[src/rtl/jtag_link_responder.sv]
// jtag_link_responder: sends a 12-bit pulse code as two bytes, then collects
// NUM_SAMPLES 10-bit samples (each sent as a low/high byte pair), acknowledges
// each one, strobes it out and stores it in a readable sample buffer.
module jtag_link_responder #(
    parameter int unsigned NUM_SAMPLES = 32,
    parameter logic [7:0]  ACK_BYTE    = 8'h80
) (
    input  logic        clk,
    input  logic        reset_n,
    input  logic        start,
    input  logic [11:0] pulse_value,
    output logic        tx_valid,
    output logic [7:0]  tx_data,
    input  logic        tx_ready,
    input  logic        rx_valid,
    input  logic [7:0]  rx_data,
    output logic        rx_ready,
    output logic        busy,
    output logic        done,
    output logic        err,
    output logic        sample_valid,
    output logic [9:0]  sample_data,
    output logic [4:0]  sample_index,
    input  logic [4:0]  rd_addr,
    output logic [9:0]  rd_data
);

    localparam int unsigned IDX_W    = 5;
    localparam int unsigned SAMPLE_W = 10;
    localparam int unsigned BYTE_W   = 8;
    localparam logic [IDX_W-1:0] LAST_IDX = IDX_W'(NUM_SAMPLES - 1);

    typedef enum logic [2:0] {
        IDLE   = 3'd0,
        TX_LO  = 3'd1,
        TX_HI  = 3'd2,
        RX_LO  = 3'd3,
        RX_HI  = 3'd4,
        TX_ACK = 3'd5,
        DONE   = 3'd6
    } state_e;

    state_e              state_q;
    logic [11:0]         pulse_q;
    logic [4:0]          low_q;
    logic [IDX_W-1:0]    idx_q;
    logic                tx_valid_q;
    logic [BYTE_W-1:0]   tx_data_q;
    logic                rx_ready_q;
    logic                busy_q;
    logic                done_q;
    logic                err_q;
    logic                sample_valid_q;
    logic [SAMPLE_W-1:0] sample_data_q;
    logic [IDX_W-1:0]    sample_index_q;
    logic [SAMPLE_W-1:0] rd_data_q;
    logic [SAMPLE_W-1:0] mem_q [NUM_SAMPLES];

    logic [SAMPLE_W-1:0] sample_d;
    logic                wr_en_d;

    // Assembled sample and buffer write strobe for the completing high byte.
    always_comb begin
        sample_d = {rx_data[4:0], low_q};
        wr_en_d  = (state_q == RX_HI) && rx_valid && (rx_data[7:5] == 3'b111);
    end

    // Transaction FSM; every output register is updated with the state it enters.
    always_ff @(posedge clk or negedge reset_n) begin
        if (!reset_n) begin
            state_q        <= IDLE;
            pulse_q        <= '0;
            low_q          <= '0;
            idx_q          <= '0;
            tx_valid_q     <= 1'b0;
            tx_data_q      <= '0;
            rx_ready_q     <= 1'b0;
            busy_q         <= 1'b0;
            done_q         <= 1'b0;
            err_q          <= 1'b0;
            sample_valid_q <= 1'b0;
            sample_data_q  <= '0;
            sample_index_q <= '0;
        end else begin
            done_q         <= 1'b0;
            sample_valid_q <= 1'b0;
            case (state_q)
                IDLE: begin
                    if (start) begin
                        pulse_q    <= pulse_value;
                        err_q      <= 1'b0;
                        idx_q      <= '0;
                        tx_valid_q <= 1'b1;
                        tx_data_q  <= {2'b00, pulse_value[5:0]};
                        busy_q     <= 1'b1;
                        state_q    <= TX_LO;
                    end
                end
                TX_LO: begin
                    if (tx_ready) begin
                        tx_data_q <= {2'b11, pulse_q[11:6]};
                        state_q   <= TX_HI;
                    end
                end
                TX_HI: begin
                    if (tx_ready) begin
                        tx_valid_q <= 1'b0;
                        tx_data_q  <= '0;
                        rx_ready_q <= 1'b1;
                        state_q    <= RX_LO;
                    end
                end
                RX_LO: begin
                    if (rx_valid) begin
                        if (rx_data[7:5] == 3'b000) begin
                            low_q   <= rx_data[4:0];
                            state_q <= RX_HI;
                        end else begin
                            err_q <= 1'b1;
                        end
                    end
                end
                RX_HI: begin
                    if (rx_valid) begin
                        case (rx_data[7:5])
                            3'b111: begin
                                sample_valid_q <= 1'b1;
                                sample_data_q  <= sample_d;
                                sample_index_q <= idx_q;
                                rx_ready_q     <= 1'b0;
                                tx_valid_q     <= 1'b1;
                                tx_data_q      <= ACK_BYTE;
                                state_q        <= TX_ACK;
                            end
                            3'b000: begin
                                low_q <= rx_data[4:0];
                                err_q <= 1'b1;
                            end
                            default: err_q <= 1'b1;
                        endcase
                    end
                end
                TX_ACK: begin
                    if (tx_ready) begin
                        tx_valid_q <= 1'b0;
                        tx_data_q  <= '0;
                        if (idx_q == LAST_IDX) begin
                            done_q  <= 1'b1;
                            state_q <= DONE;
                        end else begin
                            idx_q      <= idx_q + IDX_W'(1);
                            rx_ready_q <= 1'b1;
                            state_q    <= RX_LO;
                        end
                    end
                end
                DONE: begin
                    busy_q  <= 1'b0;
                    state_q <= IDLE;
                end
                default: begin
                    busy_q  <= 1'b0;
                    state_q <= IDLE;
                end
            endcase
        end
    end

    // Sample buffer storage; deliberately not reset so contents survive an abort.
    always_ff @(posedge clk) begin
        if (wr_en_d) begin
            mem_q[idx_q] <= sample_d;
        end
    end

    // Registered read port; a same-edge write is seen on the following read.
    always_ff @(posedge clk or negedge reset_n) begin
        if (!reset_n) begin
            rd_data_q <= '0;
        end else if (32'(rd_addr) < NUM_SAMPLES) begin
            rd_data_q <= mem_q[rd_addr];
        end else begin
            rd_data_q <= '0;
        end
    end

    assign tx_valid     = tx_valid_q;
    assign tx_data      = tx_data_q;
    assign rx_ready     = rx_ready_q;
    assign busy         = busy_q;
    assign done         = done_q;
    assign err          = err_q;
    assign sample_valid = sample_valid_q;
    assign sample_data  = sample_data_q;
    assign sample_index = sample_index_q;
    assign rd_data      = rd_data_q;

endmodule

[config.mk]
export PLATFORM = sky130hd
export DESIGN_NAME = jtag_link_responder
export DESIGN_NICKNAME = d
export VERILOG_FILES = /design/src/rtl/jtag_link_responder.sv
export SDC_FILE = /design/constraint.sdc
export NUM_CORES = 1
export LEC_CHECK = 0
export ABC_AREA = 1
export CORE_MARGIN = 2
export CORE_UTILIZATION = 60
export DETAILED_ROUTE_END_ITERATION = 10
export PLACE_DENSITY = 0.79
export RECOVER_POWER = 100
export SLEW_MARGIN = 20
export SYNTH_ARGS = -nofsm -noshare
export SYNTH_HDL_FRONTEND = slang
export SYNTH_SLANG_ARGS = --single-unit
[constraint.sdc]
create_clock -name clk -period 3.2 [get_ports clk]
set_input_delay 0.64 -clock clk [delete_from_list [all_inputs] [get_ports clk]]
set_output_delay 0.64 -clock clk [all_outputs]
set_load 0.01 [all_outputs]
==> out/metrics.cfg, run 1 <==
[outcome]
status=finished, violations left
failed_checks=max-capacitance violations, max-slew violations

[placement]
place.gp.congestion=0.9492
io_buffers=68
post-dp-hpwl_um=22990
dp_slack_ps=394.7

[synthesis]
yosysWarnings=0
synth_edf_count=320
synth_top_area_cell=edfxtp_1
synth.avg_cell_area_um2=11.08
synth.most_common_cell=nand2_1
syn-num-nets=1437
synth_flop_cell=edfxtp_1
ys_types=30
synth.area.top_cells=edfxtp_1 (62%), nand2_1 (13%), dfrtp_1 (9.3%)
syn_area_um2=15530
syn_inst=1401
ys_ff_latch=378
synthTopCellsByCount=nand2_1 (548), edfxtp_1 (320), nand3_1 (267)
ys_async_sr_fraction_pct=15.34
ys_seq_area_share_pct=71.23
synthDominantCellAreaShare_pct=61.88

[global_routing]
grt_pass1_vias=10156
antenna_found_initial=0
grt_usage_pct=28.53
grt_pass1_wl_um=56810
grt_start_max_net_pins=161
globalRouteOverflowTotal=0

[die]
core_um2=25330
pin_count=69
die_w_um=164.9
die_h_um=164.9
initial_utilization_pct=61.31
num_rows=58
die_area_um2=27180

[layout]
nets=1530
syn2layout_area_growth_pct=15.41
final_core_util_pct=70.76
num_antenna_cells=0
drive_gt1_share_pct=7.884

[power]
seq_power_share_pct=51.4
p_clk_share_pct=36.2
ir_worst_vdd_mv=0.5517
power.switching_mw=3.244
switching_share_pct=26.49
internal_power_mw=9.001
p_leak_nw=7.163
p_comb_share_pct=12.4
p_per_area_nw_per_um2=683.2

[timing]
hold_ws_ps=463.8
relSlewSlack_pct=-39.69
min_period_ps=2661
period_share_pct=83.14
clock.fmax_mhz=375.9
hold_viol_final=0
fin_skew_ps=15.63
rsz0062_at_grt=no
finalWorstSetupSlack_ps=539.5
tightest_slew_ps=2095
setup_viol=0
slew_violations=207
tns_ps=0

[drt]
via_count=10766
drt-pass1-iter-count=6
wl_per_cell_um=20.23
drc_errors=0
via_per_inst=5.813
wirelength_um=37460
first_iter_violations=1525
drtAntennaViolNets=0

[clock_network]
cts_buffers=38
cts_max_level=2
clk_latency_ps=530
root_buffer=clkbuf_16
clockBufferDepth=3
clkSlewWorstSetupHoldPaths_ps=60
cts-resized-gates=0
post-cts-setup-buffers=0
clock_sinks=378
tritoncts=done
ctsHoldBuffers=0

[critical_path]
startpoint_type=input port
cp-end-kind=flip-flop
reg2reg_slack_ps=630
critPathMaxFanout=33
path_class=in2reg
critical_path_arrival_ps=3100
critical_path_required_ps=3640

[hold_path]
worstHoldPathType=in2async

[job]
cap_violations=6

[cell type report]
cell class                      count  area [um2]
Clock buffer                       50        1049
Inverter                           29       108.9
Fill cell                        1760        7405
Tap cell                          330       412.9
Timing Repair Buffer              125        1096
Clock inverter                     18       202.7
Sequential cell                   378       11060
Multi-Input combinational cell    922        3993
[worst paths after layout]
check | depth (start not counted) | end | from
setup / recovery | 4 | sample_data[9] | rx_data[4]
max in group asynchronous | 2 | tx_data[5] | reset_n
hold reg to reg | 2 | sample_data[1] | sample_data[1]
hold / removal | 1 | tx_data[0] | reset_n
setup reg to reg | 9 | mem_q[4][9] | state_q[2]
min in group clk | 2 | sample_data[1] | sample_data[1]
[cell families after synthesis]
group	after synthesis	share of synthesized area [%]
simple gates	878	24.05
flops	378	71.23
buf+inv	101	2.796
compound gates	33	1.096
fa+ha+maj	6	0.4834
mux	4	0.2900
xor+xnor	1	0.05641
[layout by cell type, fill, tap and decap left out, drive strengths merged, types with 6 or more instances in the layout]
master and count:
dlygate4sd3 44, buf 46, inv 30, clkbuf 64
ha 6, o21ai 27, nor2 50, clkinv 10
dfrtp 58, nand3 267, edfxtp 320, nand2 556
clkdlybuf4s50 21
[registers in the layout, summed over array words and instances, names as in the netlist, 3 cells and up]
name and flops:
idx_q 5, sample_data 10, rd_data 10, pulse_q 6
low_q 5, tx_data 8, sample_index 5, mem_q 320
state_q 3
[power by group through the flow]
stage          combinational, mW  clock, mW  sequential, mW
6_report                    1.51       4.43            6.30
5_1_grt                     1.68       4.69            6.35
4_1_cts                     1.60       4.47            6.30
3_5_place_dp                1.58          0            6.40
3_3_place_gp                1.54          0            6.40
2_1_floorplan              0.931          0            6.20
[worst max-delay path: stages]
cell and delay, ps:
dlygate4sd3_1 520, clkbuf_1 1490, inv_1 180, o21ai_0 240
[stage by stage]
stage	cell area [um2]	power (mW)	instances
final	17920	12.24	1852
after global routing	17920	12.71	1852
after CTS	18020	12.37	1852
after detailed placement	16770	7.979	1784
after global placement	16770	7.935	1784
after floorplan	15530	7.134	1401
[layer usage]
| metal | global-route usage (%) | vias to the layer above | routed length (um) |
|---|---|---|---|
| met1 | 38.30 | 5096 | 14350 |
| met2 | 46.96 | 584 | 18130 |
| li1 | - | 4977 | - |
| met4 | 11.03 | 0 | 1355 |
| met3 | 5.224 | 109 | 3622 |
| met5 | 0 | - | 0 |
Note: power is estimated with default switching activity, not from simulation.
==> run 2, diff against run 1 <==
- clock period: 3.2 -> 2.6 ns (I/O delays scaled with it)
==> out/metrics.cfg, run 2 (same netlist as run 1, synthesis figures left out) <==
[layout]
stdcell_count=1860  ; +0.43%
drive_gt1_share_pct=8.431  ; +0.55 points
nets=1537  ; +0.46%
largest_register=mem_q
final_cell_mix=nand2_1 (550), edfxtp_1 (320), nand3_1 (267)
largest_register_ff_count=320  ; unchanged
syn2layout_area_growth_pct=16.07
num_antenna_cells=0  ; unchanged
fill_cells=1706  ; -3.1%
final_common_cell=nand2_1
finish.instance_area_um2=18020  ; +0.57%

[timing]
tightest_slew_ps=1724  ; -371.7 ps
hold_viol_final=0  ; unchanged
hold_ws_ps=483.9  ; +20.06 ps
clock.fmax_mhz=436.5
tns_ps=0  ; unchanged
setup_viol=0  ; unchanged
min_period_ps=2291
period_share_pct=88.12
finalWorstSetupSlack_ps=308.9  ; -230.6 ps
relSlewSlack_pct=-14.91  ; +25 points
rsz0062_at_grt=no
fin_skew_ps=15.20  ; -0.4292 ps
slew_violations=168  ; -19%

[hold_path]
worstHoldStart=tx_data[6]
hold_end=tx_data[6]
whs_path_depth=2
worstHoldPathType=reg2reg

[drt]
via_count=10947  ; +1.7%
via_per_inst=5.885  ; +1.2%
wirelength_um=39060  ; +4.3%
drtAntennaViolNets=0  ; unchanged
first_iter_violations=1526  ; +0.066%
drt-pass1-iter-count=6  ; unchanged
drc_errors=0  ; unchanged
wl_per_cell_um=21.00  ; +3.8%

[die]
die_area_um2=27180  ; unchanged
die_w_um=164.9  ; unchanged
core_um2=25330  ; unchanged
initial_utilization_pct=61.31  ; unchanged
num_rows=58  ; unchanged
pin_count=69  ; unchanged
die_h_um=164.9  ; unchanged

[global_routing]
antenna_found_initial=0  ; unchanged
grt_usage_pct=29.72  ; +1.2 points
grt_pass1_vias=10874  ; +7.1%
globalRouteOverflowTotal=0  ; unchanged
grt_pass1_wl_um=59660  ; +5.0%
grt_start_max_net_pins=81  ; -50%

[clock_network]
clock_sinks=378  ; unchanged
cts_max_level=2  ; unchanged
clk_latency_ps=520  ; about the same
cts_buffers=39  ; +2.6%
root_buffer=clkbuf_16
cts-resized-gates=0  ; unchanged
tritoncts=done
clockBufferDepth=3  ; unchanged
clkSlewWorstSetupHoldPaths_ps=60  ; about the same

[critical_path]
reg2reg_from=state_q[2]
reg2regPathDepth=9  ; unchanged
cp-end-kind=flip-flop
path_class=reg2reg
critPathMaxFanout=9  ; -73%
startpoint_type=flip-flop
reg2reg_slack_ps=310  ; -320 ps
reg2reg_to=mem_q[21][6]
critical_path_arrival_ps=2500  ; -600 ps
critical_path_required_ps=2810  ; -830 ps

[power]
ir_worst_vdd_mv=0.5239  ; -5.0%
p_leak_nw=7.240  ; +1.1%
p_per_area_nw_per_um2=842.6  ; +23%

[placement]
post-dp-hpwl_um=23790  ; +3.5%
dp_slack_ps=172.2  ; -222.5 ps
place.gp.congestion=0.9038  ; -4.8%
placed_area_um2=16870  ; +0.60%
placed_cells=1789  ; +0.28%
io_buffers=68  ; unchanged

[outcome]
status=finished, violations left
failed_checks=max-capacitance violations, max-slew violations

[job]
cap_violations=6  ; unchanged

[run 2: worst max-delay path by stage]
| stage | start | end | slack (ps) |
|---|---|---|---|
| after floorplan | state_q[1] | mem_q[7][0] | 600 |
| after global placement | rx_data[5] | mem_q[8][0] | 200 |
| after CTS | state_q[2] | mem_q[12][1] | 490 |
| final | state_q[2] | mem_q[21][6] | 310 |
| after global routing | state_q[2] | mem_q[21][6] | 190 |
| after detailed placement | rx_data[5] | mem_q[12][1] | 170 |
[run 2: timing repair]
item | in CTS | in global routing
hold endpoints to repair | 14 | 0
hold buffers | 1 | 0
buffers inserted | 0 | 0
[run 2: metrics by stage]
step / utilization [%] / total power [mW]
2_1_floorplan: - / 8.781
3_3_place_gp: 66.61 / 9.762
3_5_place_dp: 66.61 / 9.839
4_1_cts: 71.67 / 15.31
5_1_grt: 71.17 / 15.74
6_report: 71.17 / 15.19
[run 2: power breakdown]
group	switching (mW)	internal [mW]
clock	2.21	3.31
combinational	1.24	0.665
sequential	0.573	7.18
total	4.03	11.2
[run 2: area by class of cell]
class,count,area [um2],share of cell area (%)
Multi-Input combinational cell,922,4019,22.30
Sequential cell,378,11060,61.36
Clock buffer,56,1124,6.234
Timing Repair Buffer,131,1149,6.372
Inverter,29,111.4,0.6178
Clock inverter,14,148.9,0.8260
Tap cell,330,412.9,2.291
[run 2: critical path, stage by stage, from the launching register on]
cell      delay, ps
dfrtp_1         460
inv_1           150
nor2_4          140
nand2_2         120
nor2_4          130
nand2_4          50
inv_1           250
nand2_4         220
nor2_1          190
clkbuf_2        270
[run 2: per-layer routing]
layer	GRT usage, %	part of all wire, %	up-vias	wire [um]
met5	0	0	-	0
met2	48.57	48	591	18810
met4	12.57	4.1	0	1594
met3	5.274	9.6	111	3751
li1	-	-	4996	-
met1	39.82	38	5249	14900
